[src/rtl/jpeg_stream_sequencer_pkg.sv]
// Shared definitions for the JPEG output-path sequencer.
//   seq_state_e  : frame-level FSM states
//   shadow_t     : one shadow-FIFO entry (per-lane no-stuff mask + EOI flag)
//   EOI_WORD     : fill bytes followed by the EOI marker, enqueued last in a frame
//   FILL_BYTE    : padding byte; also the value that triggers a stuffed 0x00
//   SHADOW_DEPTH : entries in the shadow FIFO (matches the stuffer lane depth)
package jpeg_stream_sequencer_pkg;

   typedef enum logic [2:0] {
      ST_IDLE,
      ST_HDR,
      ST_ENT,
      ST_EOI,
      ST_DRAIN
   } seq_state_e;

   localparam logic [31:0] EOI_WORD     = 32'hFFFF_FFD9;
   localparam logic [7:0]  FILL_BYTE    = 8'hFF;
   localparam int unsigned SHADOW_DEPTH = 32;
   localparam int unsigned SHADOW_AW    = $clog2(SHADOW_DEPTH);

   // mask[i] covers byte lane i; lane 0 is bits [31:24].
   typedef struct packed {
      logic       eoi;
      logic [3:0] mask;
   } shadow_t;

   // Widen a 4-bit lane mask to the stuffer's 32-bit per-byte no-stuff mask.
   function automatic logic [31:0] expand_mask(input logic [3:0] mask);
      logic [31:0] res;
      res = '0;
      for (int i = 0; i < 4; i++) begin
         res[31-8*i -: 8] = {8{mask[i]}};
      end
      return res;
   endfunction

endpackage

[src/rtl/jpeg_stream_sequencer_mask_fifo.sv]
// Shadow FIFO mirroring the words held inside the byte stuffer.
// One entry is pushed per enqueued word and popped when that word retires.
//   clk, rst : clock, synchronous active-high reset (empties the FIFO)
//   push     : write wdata at the tail
//   pop      : drop the head entry
//   rdata    : head entry (show-ahead, valid whenever !empty)
//   empty    : no entries held
module mask_fifo
   import jpeg_stream_sequencer_pkg::*;
(
   input  logic    clk,
   input  logic    rst,
   input  logic    push,
   input  shadow_t wdata,
   input  logic    pop,
   output shadow_t rdata,
   output logic    empty
);

   logic [SHADOW_AW-1:0] wr_ptr_q, wr_ptr_d;
   logic [SHADOW_AW-1:0] rd_ptr_q, rd_ptr_d;
   logic [SHADOW_AW:0]   count_q,  count_d;
   shadow_t              mem [SHADOW_DEPTH];

   // NOTE: every variable assigned in always_comb gets a value on every path
   // (here unconditionally), otherwise synthesis infers a latch.
   always_comb begin
      // Pointers are exactly SHADOW_AW bits wide, so they wrap at the depth.
      wr_ptr_d = wr_ptr_q + SHADOW_AW'(push);
      rd_ptr_d = rd_ptr_q + SHADOW_AW'(pop);
      count_d  = count_q + (SHADOW_AW+1)'(push) - (SHADOW_AW+1)'(pop);
   end

   // NOTE: sequential state uses non-blocking assignments so every flop
   // samples pre-edge values regardless of process ordering.
   always_ff @(posedge clk) begin
      if (rst) begin
         wr_ptr_q <= '0;
         rd_ptr_q <= '0;
         count_q  <= '0;
      end else begin
         wr_ptr_q <= wr_ptr_d;
         rd_ptr_q <= rd_ptr_d;
         count_q  <= count_d;
      end
   end

   // NOTE: the storage array is deliberately not reset; the pointers alone
   // decide which entries are meaningful, and this keeps it a plain RAM.
   always_ff @(posedge clk) begin
      if (push) begin
         mem[wr_ptr_q] <= wdata;
      end
   end

   assign rdata = mem[rd_ptr_q];
   assign empty = (count_q == '0);

endmodule

[src/rtl/jpeg_stream_sequencer.sv]
// Frame-level controller for the JPEG output path around the insert_stuff stage.
// Per frame: header words from an external ROM (no stuffing), entropy words
// (stuffing enabled, partial last word padded with 0xFF), then the EOI word.
// The stuffed byte stream is passed to a valid/ready sink. A word credit
// counter keeps the stuffer (which has no enqueue back-pressure) from overflowing.
//   frame_start/busy/frame_done : frame control
//   hdr_addr/hdr_data           : header ROM, data one cycle after address
//   ent_*                       : entropy word handshake
//   st_*                        : stuffer enqueue/dequeue side
//   out_*                       : byte sink handshake
module jpeg_stream_sequencer
   import jpeg_stream_sequencer_pkg::*;
#(
   parameter int unsigned HDR_WORDS = 156,
   parameter int unsigned HDR_AW    = 8,
   parameter int unsigned CREDITS   = 30
) (
   input  logic              clk,
   input  logic              rst,
   input  logic              frame_start,
   output logic              busy,
   output logic              frame_done,
   output logic [HDR_AW-1:0] hdr_addr,
   input  logic [31:0]       hdr_data,
   input  logic              ent_valid,
   output logic              ent_ready,
   input  logic [31:0]       ent_data,
   input  logic              ent_last,
   input  logic [2:0]        ent_nbytes,
   output logic              st_enqueue,
   output logic [31:0]       st_wdata,
   output logic [31:0]       st_wdata_nostuff,
   input  logic              st_ready,
   output logic              st_dequeue,
   input  logic [7:0]        st_rdata,
   output logic              out_valid,
   input  logic              out_ready,
   output logic [7:0]        out_data,
   output logic              out_last
);

   localparam int unsigned CW = $clog2(CREDITS + 1);

   seq_state_e        state_q,      state_d;
   logic [HDR_AW:0]   hdr_cnt_q,    hdr_cnt_d;
   logic              hdr_pend_q,   hdr_pend_d;
   logic [CW-1:0]     credit_q,     credit_d;
   logic [1:0]        byte_pos_q,   byte_pos_d;
   logic              stuff_pend_q, stuff_pend_d;

   shadow_t           head;
   logic              fifo_empty;
   logic              retire;
   logic              credit_free;
   logic [3:0]        enq_mask;
   logic              enq_eoi;
   int                in_flight;

   mask_fifo u_mask_fifo (
      .clk   (clk),
      .rst   (rst),
      .push  (st_enqueue),
      .wdata ({enq_eoi, enq_mask}),
      .pop   (retire),
      .rdata (head),
      .empty (fifo_empty)
   );

   always_comb begin
      state_d      = state_q;
      hdr_cnt_d    = hdr_cnt_q;
      hdr_pend_d   = 1'b0;
      byte_pos_d   = byte_pos_q;
      stuff_pend_d = stuff_pend_q;
      hdr_addr     = '0;
      ent_ready    = 1'b0;
      frame_done   = 1'b0;
      st_enqueue   = 1'b0;
      st_wdata     = '0;
      enq_mask     = '0;
      enq_eoi      = 1'b0;

      out_valid  = st_ready;
      out_data   = st_rdata;
      st_dequeue = st_ready & out_ready;

      // A word retires when its 4th real byte leaves; a pending stuffed 0x00
      // is not a real byte.
      retire      = st_dequeue & ~stuff_pend_q & (byte_pos_q == 2'd3) & ~fifo_empty;
      credit_free = (credit_q < CW'(CREDITS)) | retire;
      // Credits the header path must leave room for: the ROM read issued last
      // cycle becomes an enqueue this cycle.
      in_flight   = int'(credit_q) + int'(hdr_pend_q) - int'(retire);

      unique case (state_q)
         ST_IDLE: begin
            if (frame_start) begin
               state_d   = ST_HDR;
               hdr_cnt_d = '0;
            end
         end
         ST_HDR: begin
            if (hdr_cnt_q < (HDR_AW+1)'(HDR_WORDS)) begin
               hdr_addr = hdr_cnt_q[HDR_AW-1:0];
               if (in_flight < int'(CREDITS)) begin
                  hdr_pend_d = 1'b1;
                  hdr_cnt_d  = hdr_cnt_q + 1'b1;
               end
            end
            if (hdr_pend_q) begin
               st_enqueue = 1'b1;
               st_wdata   = hdr_data;
               enq_mask   = 4'hF;
               if (hdr_cnt_q == (HDR_AW+1)'(HDR_WORDS)) begin
                  state_d = ST_ENT;
               end
            end
         end
         ST_ENT: begin
            ent_ready = credit_free;
            if (ent_valid && credit_free) begin
               st_enqueue = 1'b1;
               st_wdata   = ent_data;
               // Unused low lanes of a short last word become unstuffed fill.
               for (int i = 0; i < 4; i++) begin
                  if (ent_last && (i >= int'(ent_nbytes))) begin
                     st_wdata[31-8*i -: 8] = FILL_BYTE;
                     enq_mask[i]           = 1'b1;
                  end
               end
               if (ent_last) begin
                  state_d = ST_EOI;
               end
            end
         end
         ST_EOI: begin
            if (credit_free) begin
               st_enqueue = 1'b1;
               st_wdata   = EOI_WORD;
               enq_mask   = 4'hF;
               enq_eoi    = 1'b1;
               state_d    = ST_DRAIN;
            end
         end
         ST_DRAIN: begin
            if (credit_q == '0) begin
               frame_done = 1'b1;
               state_d    = ST_IDLE;
            end
         end
         default: state_d = ST_IDLE;
      endcase

      credit_d = credit_q + CW'(st_enqueue) - CW'(retire);

      // A 0xFF in a stuffable lane is followed by an inserted 0x00 that does
      // not belong to any lane, so byte_pos holds still for it.
      if (st_dequeue) begin
         if (stuff_pend_q) begin
            stuff_pend_d = 1'b0;
         end else begin
            byte_pos_d = byte_pos_q + 2'd1;
            if ((st_rdata == FILL_BYTE) && !head.mask[byte_pos_q]) begin
               stuff_pend_d = 1'b1;
            end
         end
      end

      out_last         = out_valid & ~fifo_empty & head.eoi & (byte_pos_q == 2'd3) & ~stuff_pend_q;
      st_wdata_nostuff = expand_mask(enq_mask);
      busy             = (state_q != ST_IDLE);
   end

   always_ff @(posedge clk) begin
      if (rst) begin
         state_q      <= ST_IDLE;
         hdr_cnt_q    <= '0;
         hdr_pend_q   <= 1'b0;
         credit_q     <= '0;
         byte_pos_q   <= '0;
         stuff_pend_q <= 1'b0;
      end else begin
         state_q      <= state_d;
         hdr_cnt_q    <= hdr_cnt_d;
         hdr_pend_q   <= hdr_pend_d;
         credit_q     <= credit_d;
         byte_pos_q   <= byte_pos_d;
         stuff_pend_q <= stuff_pend_d;
      end
   end

endmodule
[config.mk]
export PLATFORM = sky130hd
export DESIGN_NAME = jpeg_stream_sequencer
export DESIGN_NICKNAME = d
export VERILOG_FILES = /design/src/rtl/jpeg_stream_sequencer_pkg.sv /design/src/rtl/jpeg_stream_sequencer_mask_fifo.sv /design/src/rtl/jpeg_stream_sequencer.sv
export SDC_FILE = /design/constraint.sdc
export NUM_CORES = 1
export LEC_CHECK = 0
export ABC_AREA = 1
export BUFFER_PORTS_ARGS = -buffer_cell sky130_fd_sc_hd__clkbuf_2
export CAP_MARGIN = 40
export CORE_ASPECT_RATIO = 1.1
export CORE_MARGIN = 5
export CORE_UTILIZATION = 30
export CTS_CLUSTER_SIZE = 24
export DETAILED_ROUTE_END_ITERATION = 7
export PLACE_DENSITY = 0.48
export SLEW_MARGIN = 20
export SYNTH_ARGS = -nofsm -noshare
export SYNTH_HDL_FRONTEND = slang
export SYNTH_SLANG_ARGS = --single-unit
[constraint.sdc]
create_clock -name clk -period 6.22 [get_ports clk]
set_input_delay 1.555 -clock clk [delete_from_list [all_inputs] [get_ports clk]]
set_output_delay 1.555 -clock clk [all_outputs]
set_load 0.01 [all_outputs]
==> impl_metrics.tcl <==
set metrics [dict create \
    place_hpwl_um 18200 \
    antenna_found_initial 0 \
    fin_tns_setup_ps 0 \
    dp_slack_ps 1030 \
    setup_violations 0 \
    pin_count 169 \
    postCtsHoldBufs 0 \
    hold_depth 2 \
    crit_required_ps 4660 \
    mappedNetlistArea_um2 9670 \
    skew_ps 10.4 \
    cts.clk_slew.worst_paths_ps 70 \
    arrival_ps 3460 \
    first_iter_violations 571 \
    hold_path_class "reg -> reg" \
    crit_path_start "st_ready" \
    die_w_um 181 \
    synth_seq_cells 197 \
    syn_inst 1004 \
    avgSynthCellArea_um2 9.63 \
    dieArea_um2 35900 \
    synth_fp_nets 1112 \
    antenna_left 0 \
    wl_met2_um 13000 \
    ir_drop_uv 152 \
    grt_max_degree 62 \
    seqPwrFrac_pct 45.2 \
    grt_pass1_vias 7345 \
    drt-met1-wl_um 11500 \
    cts_buffers 17 \
    r2r_start "u_mask_fifo.count_q[2]" \
    ys_seq_area_share_pct 57.4 \
    drcViolationCount 0 \
    leakagePower_nw 4.35 \
    place_area_um2 10700 \
    clockBufferDepth 2 \
    area_growth_pct 17.4 \
    p_int_mw 2.32 \
    grt.overflow.total 0 \
    wl_per_cell_um 17.0 \
    maxCapViolCount 0 \
    reg2reg_slack_ps 2620 \
    fin_ws_ps 1200 \
    grt_pass1_wl_um 41000 \
    power_frac_comb_pct 24.5 \
    synth_top_cell_by_area "edfxtp_1" \
    ys.flop_type "edfxtp_1" \
    routed.top_layer "met4" \
    gp_congestion 0.820 \
    synth_cell_types 39 \
    start_util_pct 30.2 \
    crit_path_end_kind "primary output" \
    final_cell_area_um2 11300 \
    swShare_pct 32.4 \
    synth-edff-count 160 \
    cp.depth 10 \
    antenna_cells 0 \
    min_period_ps 5020 \
    cts_sinks 197 \
    cts_root_buf "clkbuf_16" \
    start_kind "primary input" \
    crit_buf_inv 3 \
    core_um2 32000 \
    yosys.area.top_type_share_pct 49.7 \
    p_sw_mw 1.11 \
    clockPowerShare_pct 30.3 \
    pwr_density_cell_nw_per_um2 302 \
    worstMarginPinSlew_ps 698 \
    vias 7438 \
    hold_viol 0 \
    die_h_um 198 \
    io_buffers 168 \
    critical_path.max_fanout 8 \
    crit_path_end "st_enqueue" \
    slew_violations 0 \
    drive_gt1_share_pct 22.8 \
    outcome "completed" \
    row_count 69 \
    grt_usage_pct 14.6 \
    critPathTopFamily "simple AND/OR/NAND/NOR gates" \
    drt_pass1_iterations 5 \
    critical_path_class "in -> out" \
    worstRegToRegCells 14 \
    nets 1236 \
    cp_slowest_stage_delay_ps 500 \
    slew_headroom_pct 53.5 \
    htreeDepth 4 \
    max_freq_ghz 0.199 \
    finalCoreUtilization_pct 35.4 \
    hold_ws_ps 460 \
    routed_wl_um 26600 \
    slowest_stage "nor2_1" \
    grt_setup_unrepaired "false" \
    synthArstFlopShare_pct 0 \
    r2r_end "u_mask_fifo.mem[10][4]" \
    yosysWarningCount 0 \
    timing.final.crit_share_pct 80.7 \
    wl_met3_um 1270 \
    post_cts_buffers 0 \
    cts_tree "done" \
    via_per_inst 4.75 \
    cts_repair_resize_count 0 \
    synthTopCellsByArea "edfxtp_1 (50%), nor2_1 (8.1%), dfxtp_1 (7.7%)" \
    path_cells "clkbuf_2, nand2_2, nor2_2, nand3_4, nand3_1, nand2_1, inv_2, nor2_1, nand2_1, clkbuf_2" \
    clk_latency_ps 430 \
]
state kept, by name, indices dropped and copies added, names as in the netlist:
name and count:
u_mask_fifo.mem 160, hdr_cnt_q 9, u_mask_fifo.count_q 6, credit_q 5, u_mask_fifo.rd_ptr_q 5, u_mask_fifo.wr_ptr_q 5, state_q 3, byte_pos_q 2
hdr_pend_q 1, stuff_pend_q 1
layer usage:
metal / GRT usage, % / vias up
li1: - / 3686
met1: 18.3 / 3480
met2: 25.1 / 233
met3: 2.70 / 39
met4: 5.89 / 0
met5: 0 / -
worst min-delay path by stage:
stage                 start           end
6_report       hdr_cnt_q[8]  hdr_cnt_q[8]
2_1_floorplan  hdr_cnt_q[8]  hdr_cnt_q[8]
3_5_place_dp   hdr_cnt_q[8]  hdr_cnt_q[8]
5_1_grt        hdr_cnt_q[8]  hdr_cnt_q[8]
4_1_cts        hdr_cnt_q[8]  hdr_cnt_q[8]
3_3_place_gp   hdr_cnt_q[8]  hdr_cnt_q[8]
worst register-to-register path, delay by kind of cell, from the launching register on:
family | cells | cell delay [ps]
AND/OR/NAND/NOR | 9 | 2230
buffers and inverters | 4 | 480
flip-flops | 1 | 340
adder cells (fa/ha/maj) | 1 | 190
synthesized netlist by cell type, types with 4 or more instances:
cell / instances
o22ai_1: 21
nor2_2: 5
o211ai_1: 12
dfxtp_1: 37
nand2_2: 11
inv_1: 69
clkbuf_1: 34
o21ai_1: 10
nand4_1: 8
nand2_1: 78
ha_1: 23
a21oi_2: 6
inv_2: 5
a31oi_1: 4
buf_4: 37
o21ai_0: 125
a21oi_1: 57
nor3_1: 8
buf_2: 8
nand3_1: 42
o221ai_1: 6
nor2_1: 209
edfxtp_1: 160
through the flow:
step / std cells / power [mW]
CTS: 1565 / 3.46
global placement: 1533 / 2.42
finish: 1567 / 3.43
detailed placement: 1533 / 2.42
global route: 1567 / 3.62
floorplan: 1004 / 2.17
layout make-up:
type | instances | area [um^2]
inverter | 75 | 282
fill | 3234 | 20700
tap | 426 | 533
clock buffer | 18 | 429
timing repair buffer | 185 | 1000
multi-input combinational | 652 | 3430
sequential | 197 | 5550
clock inverter | 14 | 124
logic make-up (layout without fill, tap and decap cells):
logic type                 Yosys count  after routing  share of synthesized area [%]
AOI/OAI and AO/OA                  245            245                           13.9
xor gates and xnor gates             5              5                          0.453
adders and majority gates           26             26                           3.60
buffers and inverters              155            292                           7.56
DFF                                197            197                           57.4
and+or+nand+nor                    376            376                           17.1
power by group through the flow:
stage | clock [mW] | sequential, mW | combinational [mW]
6_report | 1.04 | 1.55 | 0.839
5_1_grt | 1.12 | 1.55 | 0.943
4_1_cts | 1.06 | 1.55 | 0.845
3_5_place_dp | 0 | 1.58 | 0.843
3_3_place_gp | 0 | 1.58 | 0.841
2_1_floorplan | 0 | 1.58 | 0.592
cells in the final DEF, fill, tap and decap left out, types with 2 or more instances in the layout:
cell type,n
o21ai_0,122
a31oi_1,4
clkinv_1,2
clkinv_8,2
a21oi_1,57
nand2_4,3
clkbuf_2,168
xnor2_1,2
clkinvlp_4,4
nand2_2,11
xor2_1,3
nor3_1,8
ha_1,23
o22ai_1,21
nand3_2,3
o21ai_4,2
inv_2,5
o21ai_1,10
dfxtp_1,36
nor2_4,2
a21oi_2,6
nor3b_1,2
inv_1,69
a211oi_1,2
nand4_1,8
nand3_1,42
nor2_2,5
fa_1,3
nor2_1,209
o211ai_1,12
nand2_1,78
o221ai_1,6
inv_6,4
buf_4,15
clkinv_4,2
clkbuf_16,17
nand3_4,2
edfxtp_1,160
Note: power is estimated with default switching activity, not from simulation.
